File: config.mk
export PLATFORM = sky130hd
export DESIGN_NAME = sdram_vga_rd_ctrl
export DESIGN_NICKNAME = d
export VERILOG_FILES = /design/src/rtl/sdram_vga_rd_ctrl.sv
export SDC_FILE = /design/constraint.sdc
export NUM_CORES = 1
export LEC_CHECK = 0
export ABC_AREA = 1
export ABC_CLOCK_PERIOD_IN_PS = 2500
export CAP_MARGIN = 10
export CORE_MARGIN = 5
export CORE_UTILIZATION = 59
export CTS_CLUSTER_DIAMETER = 150
export DETAILED_ROUTE_END_ITERATION = 10
export PLACE_DENSITY_LB_ADDON = 0.12
export SLEW_MARGIN = 20
export SYNTH_ARGS = -nofsm -noshare
export SYNTH_HDL_FRONTEND = slang
export SYNTH_SLANG_ARGS = --single-unit
File: constraint.sdc
create_clock -name sys_clk -period 2.5 [get_ports sys_clk]
set_clock_uncertainty 0.05 [all_clocks]
set_input_delay 0.5 -clock sys_clk [delete_from_list [all_inputs] [get_ports sys_clk]]
set_output_delay 0.5 -clock sys_clk [all_outputs]
set_load 0.03 [all_outputs]
File: src/rtl/sdram_vga_rd_ctrl.sv
// Display-side reader of the SDRAM read FIFO: raster timing, FIFO read requests
// ahead of active pixels, registered pixel output and per-frame read rewind.
//
// state     | meaning
// WAIT_INIT | SDRAM not ready; counters and outputs held at 0
// FLUSH     | rd_rst asserted for RST_LEN clocks before the first frame
// RUN       | raster counters running, sdram_read_valid high
module sdram_vga_rd_ctrl #(
    parameter int H_SYNC  = 96,
    parameter int H_BACK  = 48,
    parameter int H_VALID = 640,
    parameter int H_FRONT = 16,
    parameter int V_SYNC  = 2,
    parameter int V_BACK  = 33,
    parameter int V_VALID = 480,
    parameter int V_FRONT = 10,
    parameter int RST_LEN = 4
) (
    input  logic        sys_clk,
    input  logic        sys_rst_n,
    input  logic        init_end,
    input  logic [15:0] rd_fifo_rd_data,
    output logic        rd_fifo_rd_req,
    output logic        rd_rst,
    output logic        sdram_read_valid,
    output logic        hsync,
    output logic        vsync,
    output logic        pix_de,
    output logic [15:0] pix_data,
    output logic [11:0] pix_x,
    output logic [15:0] frame_cnt
);

    localparam int HA      = H_SYNC + H_BACK;
    localparam int VA      = V_SYNC + V_BACK;
    localparam int H_TOTAL = H_SYNC + H_BACK + H_VALID + H_FRONT;
    localparam int V_TOTAL = V_SYNC + V_BACK + V_VALID + V_FRONT;

    localparam logic [11:0] H_LAST   = 12'(H_TOTAL - 1);
    localparam logic [11:0] V_LAST   = 12'(V_TOTAL - 1);
    localparam logic [11:0] H_SYNC_E = 12'(H_SYNC);
    localparam logic [11:0] V_SYNC_E = 12'(V_SYNC);
    localparam logic [11:0] H_DE_BEG = 12'(HA);
    localparam logic [11:0] H_DE_END = 12'(HA + H_VALID);
    localparam logic [11:0] H_RQ_BEG = 12'(HA - 2);
    localparam logic [11:0] H_RQ_END = 12'(HA + H_VALID - 2);
    localparam logic [11:0] V_DE_BEG = 12'(VA);
    localparam logic [11:0] V_DE_END = 12'(VA + V_VALID);
    localparam logic [3:0]  RST_LAST = 4'(RST_LEN - 1);

    localparam logic [1:0] ST_WAIT_INIT = 2'd0;
    localparam logic [1:0] ST_FLUSH     = 2'd1;
    localparam logic [1:0] ST_RUN       = 2'd2;

    logic [1:0]  state;
    logic [11:0] h_cnt;
    logic [11:0] v_cnt;
    logic [3:0]  rst_cnt;
    logic        h_wrap;
    logic        v_wrap;
    logic        in_v;
    logic        de_dec;
    logic        req_dec;
    logic        frame_end;

    // Requests lead the data-enable window by two clocks: one for the request
    // register, one for the FIFO read latency.
    always_comb begin
        h_wrap    = (h_cnt == H_LAST);
        v_wrap    = (v_cnt == V_LAST);
        in_v      = (v_cnt >= V_DE_BEG) && (v_cnt < V_DE_END);
        de_dec    = in_v && (h_cnt >= H_DE_BEG) && (h_cnt < H_DE_END);
        req_dec   = in_v && (h_cnt >= H_RQ_BEG) && (h_cnt < H_RQ_END);
        frame_end = (h_cnt == 12'd0) && (v_cnt == V_DE_END);
    end

    always_ff @(posedge sys_clk or negedge sys_rst_n) begin
        if (!sys_rst_n) begin
            state            <= ST_WAIT_INIT;
            h_cnt            <= 12'd0;
            v_cnt            <= 12'd0;
            rst_cnt          <= 4'd0;
            rd_fifo_rd_req   <= 1'b0;
            rd_rst           <= 1'b0;
            sdram_read_valid <= 1'b0;
            hsync            <= 1'b0;
            vsync            <= 1'b0;
            pix_de           <= 1'b0;
            pix_data         <= 16'd0;
            pix_x            <= 12'd0;
            frame_cnt        <= 16'd0;
        end else if (!init_end) begin
            state            <= ST_WAIT_INIT;
            h_cnt            <= 12'd0;
            v_cnt            <= 12'd0;
            rst_cnt          <= 4'd0;
            rd_fifo_rd_req   <= 1'b0;
            rd_rst           <= 1'b0;
            sdram_read_valid <= 1'b0;
            hsync            <= 1'b0;
            vsync            <= 1'b0;
            pix_de           <= 1'b0;
            pix_data         <= 16'd0;
            pix_x            <= 12'd0;
            frame_cnt        <= 16'd0;
        end else begin
            case (state)
                ST_WAIT_INIT: begin
                    state   <= ST_FLUSH;
                    rd_rst  <= 1'b1;
                    rst_cnt <= RST_LAST;
                end
                ST_FLUSH: begin
                    if (rst_cnt == 4'd0) begin
                        state            <= ST_RUN;
                        rd_rst           <= 1'b0;
                        sdram_read_valid <= 1'b1;
                    end else begin
                        rst_cnt <= rst_cnt - 4'd1;
                    end
                end
                ST_RUN: begin
                    h_cnt <= h_wrap ? 12'd0 : h_cnt + 12'd1;
                    if (h_wrap) begin
                        v_cnt <= v_wrap ? 12'd0 : v_cnt + 12'd1;
                    end
                    hsync          <= (h_cnt < H_SYNC_E);
                    vsync          <= (v_cnt < V_SYNC_E);
                    pix_de         <= de_dec;
                    rd_fifo_rd_req <= req_dec;
                    pix_data       <= de_dec ? rd_fifo_rd_data : 16'd0;
                    pix_x          <= de_dec ? (h_cnt - H_DE_BEG) : 12'd0;
                    // Rewind pulse sits in the front porch, clear of any request.
                    if (frame_end) begin
                        rd_rst    <= 1'b1;
                        rst_cnt   <= RST_LAST;
                        frame_cnt <= frame_cnt + 16'd1;
                    end else if (rd_rst) begin
                        if (rst_cnt == 4'd0) begin
                            rd_rst <= 1'b0;
                        end else begin
                            rst_cnt <= rst_cnt - 4'd1;
                        end
                    end
                end
                default: state <= ST_WAIT_INIT;
            endcase
        end
    end

endmodule
==> results_dict.tcl, run 1 <==
set metrics [dict create \
    fin_crit_sh_pct 85.5 \
    dpl_cell_area_mm2 0.00547 \
    drv_cap 0 \
    utilization_pct 73.7 \
    wl_per_cell_um 14.3 \
    rsz0062_at_grt "no" \
    synth_compound_area_share_pct 7.52 \
    hold_path_class "in2async" \
    fill_cells 609 \
    htreeDepth 3 \
    crit_required_ps 1950 \
    synth_top_family_by_area "simple AND/OR/NAND/NOR gates" \
    grt_pass1_wl_um 19200 \
    finalCriticalPeriod_ps 2140 \
    drv_slew 0 \
    ys_ff_latch 80 \
    drt-total-wl_um 11200 \
    fin_area_mm2 0.00573 \
    finalHoldViolCount 0 \
    postCtsSetupRepairBufs 0 \
    synth_warnings 0 \
    setup_tns_ps 0 \
    yosysUniqueCellTypes 40 \
    final_common_cell "nand2_1" \
    mostFrequentLayoutCells "nand2_1 (189), dfrtp_1 (80), clkdlybuf4s50_1 (67)" \
    cts_sinks 80 \
    ys.flop_type "dfrtp_1" \
    path_clk_slew_ps 100 \
    drc 0 \
    dieArea_mm2 0.00990 \
    num_rows 32 \
    drt_iter0_markers 247 \
    path_buf_inv 1 \
    powerDensity_mw_per_mm2 612 \
    synth_cells 609 \
    worstPathCellList "clkdlybuf4s50_1" \
    dp_hpwl_um 8040 \
    path_max_fanout 7 \
    syn_area_mm2 0.00472 \
    ys_seq_area_share_pct 42.4 \
    grt_max_degree 50 \
    totalPowerFinal_mw 3.50 \
    outcome "completed" \
    cp_top_family "buffers and inverters" \
    worstSetupStartpointType "flop" \
    die_h_um 99.5 \
    n_antenna_cell 0 \
    p_leak_nw 2.63 \
    antenna_found_initial 0 \
    setup_ws_ps 364 \
    cts_tree "built" \
    core_mm2 0.00777 \
    cp_slowest_cell "clkdlybuf4s50_1" \
    dr.pass1.iters 5 \
    portBuffers 68 \
    numCtsBuffers 9 \
    grt_pass1_vias 4120 \
    worst-endpoint-arrival_ps 1590 \
    pre_cts_ws_ps 298 \
    layout.nets 708 \
    post_cts_resized 0 \
    via_count 4372 \
    initial_core_util_pct 60.8 \
    synth-edff-count 0 \
    clk_latency_ps 360 \
    gp_congestion 0.941 \
    clockBufferDepth 2 \
    layout-drive-gt1-share_pct 9.85 \
    synth_fa_ha_area_share_pct 3.71 \
    area_delta_synth_final_pct 21.3 \
    synth_simple_gate_area_share_pct 35.5 \
    max_slew.worst_pin.slew_ps 602 \
    synth-xor-area-share_pct 3.52 \
    setup_viol 0 \
    overflow 0 \
    crit_path_end_kind "output pin" \
    holdWs_ps 9.32 \
    io_pins 69 \
    placed_cells 766 \
    peakVddDrop_mv 0.581 \
    layoutNonFillerInstCount 782 \
    detail-route-antenna-nets 0 \
    syn-num-nets 642 \
    ctsHoldBuffers 0 \
    routed_via_density 5.59 \
    ys_async_sr_fraction_pct 100 \
    slowest_delay_ps 740 \
    relSlewSlack_pct 59.9 \
    grtUsageTotal_pct 23.6 \
    crit_type "reg2out" \
    fmax_ghz 0.468 \
    synth.area.mux_share_pct 0 \
    synth.avg_cell_area_um2 7.76 \
    cts_root_buf "clkbuf_8" \
    die_w_um 99.5 \
]
state kept, by name (all words and copies together) (netlist names):
register,cells
frame_cnt,16
h_cnt,12
hsync,1
pix_data,16
pix_de,1
pix_x,12
rd_fifo_rd_req,1
rd_rst,1
rst_cnt,4
sdram_read_valid,1
state,2
v_cnt,12
vsync,1
cell usage after synthesis (3+ instances only):
library cell | instances | area (um^2)
a21oi_1 | 9 | 45.0
buf_2 | 6 | 30.0
buf_4 | 5 | 37.5
buf_6 | 5 | 56.3
clkbuf_1 | 4 | 15.0
dfrtp_1 | 80 | 2000
ha_1 | 14 | 175
inv_1 | 49 | 184
inv_2 | 4 | 15.0
nand2_1 | 189 | 709
nand3_1 | 64 | 320
nand3_2 | 10 | 100
nand3b_1 | 6 | 45.0
nand4_1 | 15 | 93.8
nor2_1 | 43 | 161
nor2_2 | 8 | 50.1
nor2_4 | 3 | 33.8
nor3_1 | 15 | 75.1
o21ai_0 | 22 | 110
o21ai_1 | 8 | 40.0
o21ai_2 | 7 | 61.3
xor2_1 | 19 | 166
worst paths after layout:
| path | slack, ps | start | depth (start not counted) | endpoint |
|---|---|---|---|---|
| worst max-delay path | 360 | frame_cnt[5] | 1 | frame_cnt[5] |
| worst min-delay path | 9 | sys_rst_n | 1 | pix_x[9] |
| worst max register to register | 470 | state[0] | 9 | v_cnt[3] |
| worst min register to register | 430 | pix_x[5] | 2 | pix_x[5] |
| max in group asynchronous | 1790 | sys_rst_n | 2 | frame_cnt[2] |
| min in group sys_clk | 430 | pix_x[5] | 2 | pix_x[5] |
final cells by class:
class                           instances  area, um^2  share of cell area [%]
Multi-Input combinational cell        454        2370                    41.5
Sequential cell                        80        2000                    34.9
Clock inverter                          7         133                    2.32
Timing Repair Buffer                   76         763                    13.3
Inverter                               54         204                    3.56
Tap cell                              102         128                    2.23
Clock buffer                            9         124                    2.16
where the power goes:
part	internal, mW	total [mW]	switching, mW
sequential	1.38	1.46	0.0826
clock	0.688	1.23	0.543
combinational	0.283	0.814	0.532
cells by family after synthesis:
kind of cell / Yosys count
simple gates: 362
buf+inv: 75
fa+ha+maj: 14
xor+xnor: 19
flops: 80
compound gates: 59
metal layers:
layer	share of wire (%)	up-vias	track usage [%]	wire length [um]
met5	0	-	0	0
met4	2.6	0	9.98	295
met3	6.4	28	4.21	719
met2	47	159	37.5	5280
met1	44	2067	31.8	4850
li1	-	2118	-	-
worst register-to-register path, stage by stage, from the launching register on:
cell     delay (ps)
dfrtp_1         410
inv_1           100
ha_1            330
inv_1           150
nand2_1         240
buf_4           220
nand2_1          60
buf_4           200
nand2_1          80
o21ai_1          80
Power figures use the tool's default switching activity.
==> inputs of run 2 (changes only) <==
PLACE_DENSITY = 0.83   (was unset)
PLACE_DENSITY_LB_ADDON = unset   (was 0.12)
==> run 2 against run 1 <==
Compared with the run above: sequential share of layout area grew 0.46 points; critical path depth stayed put; wire length decreased by 2.1%; non-clock buffer count decreased by 1; setup slack better by 24 ps; worst hold slack gained 96 ps; first-iteration DRC count increased by 11%; fmax is 1.1% higher; critical path type unchanged; largest power group unchanged; via count decreased by 2.4%.
==> results_dict.tcl, run 2 (synthesis results as in run 1) <==
set metrics [dict create \
    drt-total-wl_um 10900 \
    worstSetupStartpointType "flop" \
    worst-endpoint-arrival_ps 1560 \
    p_int_mw 2.08 \
    cp_slowest_cell "clkdlybuf4s50_1" \
    routed_via_density 5.46 \
    postCtsSetupRepairBufs 0 \
    pwr-share-seq_pct 45.7 \
    power_switching_mw 1.12 \
    grt_pass1_vias 4007 \
    p_leak_nw 2.59 \
    drc 0 \
    placed_cells 765 \
    layoutNonFillerInstCount 781 \
    crit_path_end_kind "output pin" \
    finalCriticalPeriod_ps 2110 \
    r2r_end "h_cnt[4]" \
    drv_slew 0 \
    num_rows 32 \
    core_mm2 0.00777 \
    initial_core_util_pct 60.8 \
    htreeDepth 3 \
    setup_tns_ps 0 \
    reg2reg_slack_ps 400 \
    dr.pass1.iters 5 \
    drt_iter0_markers 274 \
    portBuffers 68 \
    crit_type "reg2out" \
    cts_sinks 80 \
    detail-route-antenna-nets 0 \
    powerDensity_mw_per_mm2 565 \
    slowest_delay_ps 720 \
    fill_cells 597 \
    holdWs_ps 105 \
    via_count 4267 \
    post_cts_resized 0 \
    gp_congestion 0.945 \
    grt_max_degree 81 \
    dp_hpwl_um 7900 \
    path_max_fanout 7 \
    grtUsageTotal_pct 22.9 \
    comb_power_share_pct 25.9 \
    path_clk_slew_ps 80 \
    wl_per_cell_um 14.0 \
    dieArea_mm2 0.00990 \
    n_antenna_cell 0 \
    fin_crit_sh_pct 84.5 \
    antenna_found_initial 0 \
    die_w_um 99.5 \
    grt_pass1_wl_um 18700 \
    clk_latency_ps 350 \
    r2r-start "state[0]" \
    pwr-share-clk_pct 28.4 \
    peakVddDrop_mv 0.280 \
    cts_tree "built" \
    numCtsBuffers 9 \
    area_delta_synth_final_pct 19.7 \
    worstPathCellList "clkdlybuf4s50_1" \
    final_common_cell "nand2_1" \
    drv_cap 0 \
    fmax_ghz 0.473 \
    multi_input_area_mm2 0.00237 \
    cp_top_family "buffers and inverters" \
    layout-drive-gt1-share_pct 9.72 \
    setup_viol 0 \
    hold_path_class "in2async" \
    die_h_um 99.5 \
    cts_root_buf "clkbuf_8" \
    register_area_mm2 0.00200 \
    reg_top3 "frame_cnt: 16 flops, pix_data: 16 flops" \
    path_buf_inv 1 \
    layout.nets 707 \
    max_slew.worst_pin.slew_ps 561 \
    outcome "completed" \
    relSlewSlack_pct 62.6 \
    finalHoldViolCount 0 \
    rsz0062_at_grt "no" \
    switching_share_pct 34.9 \
    clockBufferDepth 2 \
    ctsHoldBuffers 0 \
    mostFrequentLayoutCells "nand2_1 (189), dfrtp_1 (80), clkdlybuf4s50_1 (67)" \
    io_pins 69 \
    r2r.worst_path.cells 9 \
    crit_required_ps 1950 \
    overflow 0 \
]
==> run 2: cell types whose count changed in the layout (fill, tap and decap cells not counted), moves of 2 or more <==
cell	change
clkinv_4	+2
inv_8	-3
clkbuf_8	+2
bufinv_16	-3
==> run 2: worst max-delay path by stage <==
stage,startpoint,endpoint,slack [ps],cells after the start
2_1_floorplan,h_cnt[4],pix_data[10],780,11
3_3_place_gp,init_end,frame_cnt[9],270,5
3_5_place_dp,init_end,frame_cnt[9],220,5
4_1_cts,frame_cnt[0],frame_cnt[0],370,1
5_1_grt,state[0],h_cnt[4],210,9
6_report,frame_cnt[0],frame_cnt[0],390,1
==> run 2: final cells by class <==
| cell class | count | share of cell area (%) |
|---|---|---|
| Multi-Input combinational cell | 454 | 42.0 |
| Tap cell | 102 | 2.26 |
| Timing Repair Buffer | 75 | 13.4 |
| Clock inverter | 5 | 0.686 |
| Sequential cell | 80 | 35.4 |
| Clock buffer | 11 | 2.68 |
| Inverter | 54 | 3.61 |
==> run 2: per-layer routing <==
metal | track usage, % | up-vias | part of all wire (%) | wire, um
li1 | - | 2111 | - | -
met1 | 33.5 | 1999 | 47 | 5120
met2 | 34.7 | 142 | 46 | 5010
met3 | 4.42 | 15 | 6.0 | 653
met4 | 6.93 | 0 | 1.3 | 140
met5 | 0 | - | 0 | 0
==> run 2: power by group through the flow <==
stage	sequential [mW]	clock, mW	combinational, mW
3_5_place_dp	1.48	0	0.820
6_report	1.46	0.907	0.827
3_3_place_gp	1.48	0	0.779
2_1_floorplan	1.50	0	0.531
4_1_cts	1.46	0.926	0.824
5_1_grt	1.47	0.998	0.920
==> run 2: through the flow <==
step	area, um^2	util (%)	power, mW	setup WS (ps)
5_1_grt	5650	72.8	3.39	213
3_3_place_gp	5460	70.3	2.26	275
4_1_cts	5650	72.8	3.21	368
6_report	5650	72.8	3.20	388
2_1_floorplan	4720	-	2.04	783
3_5_place_dp	5460	70.3	2.30	216
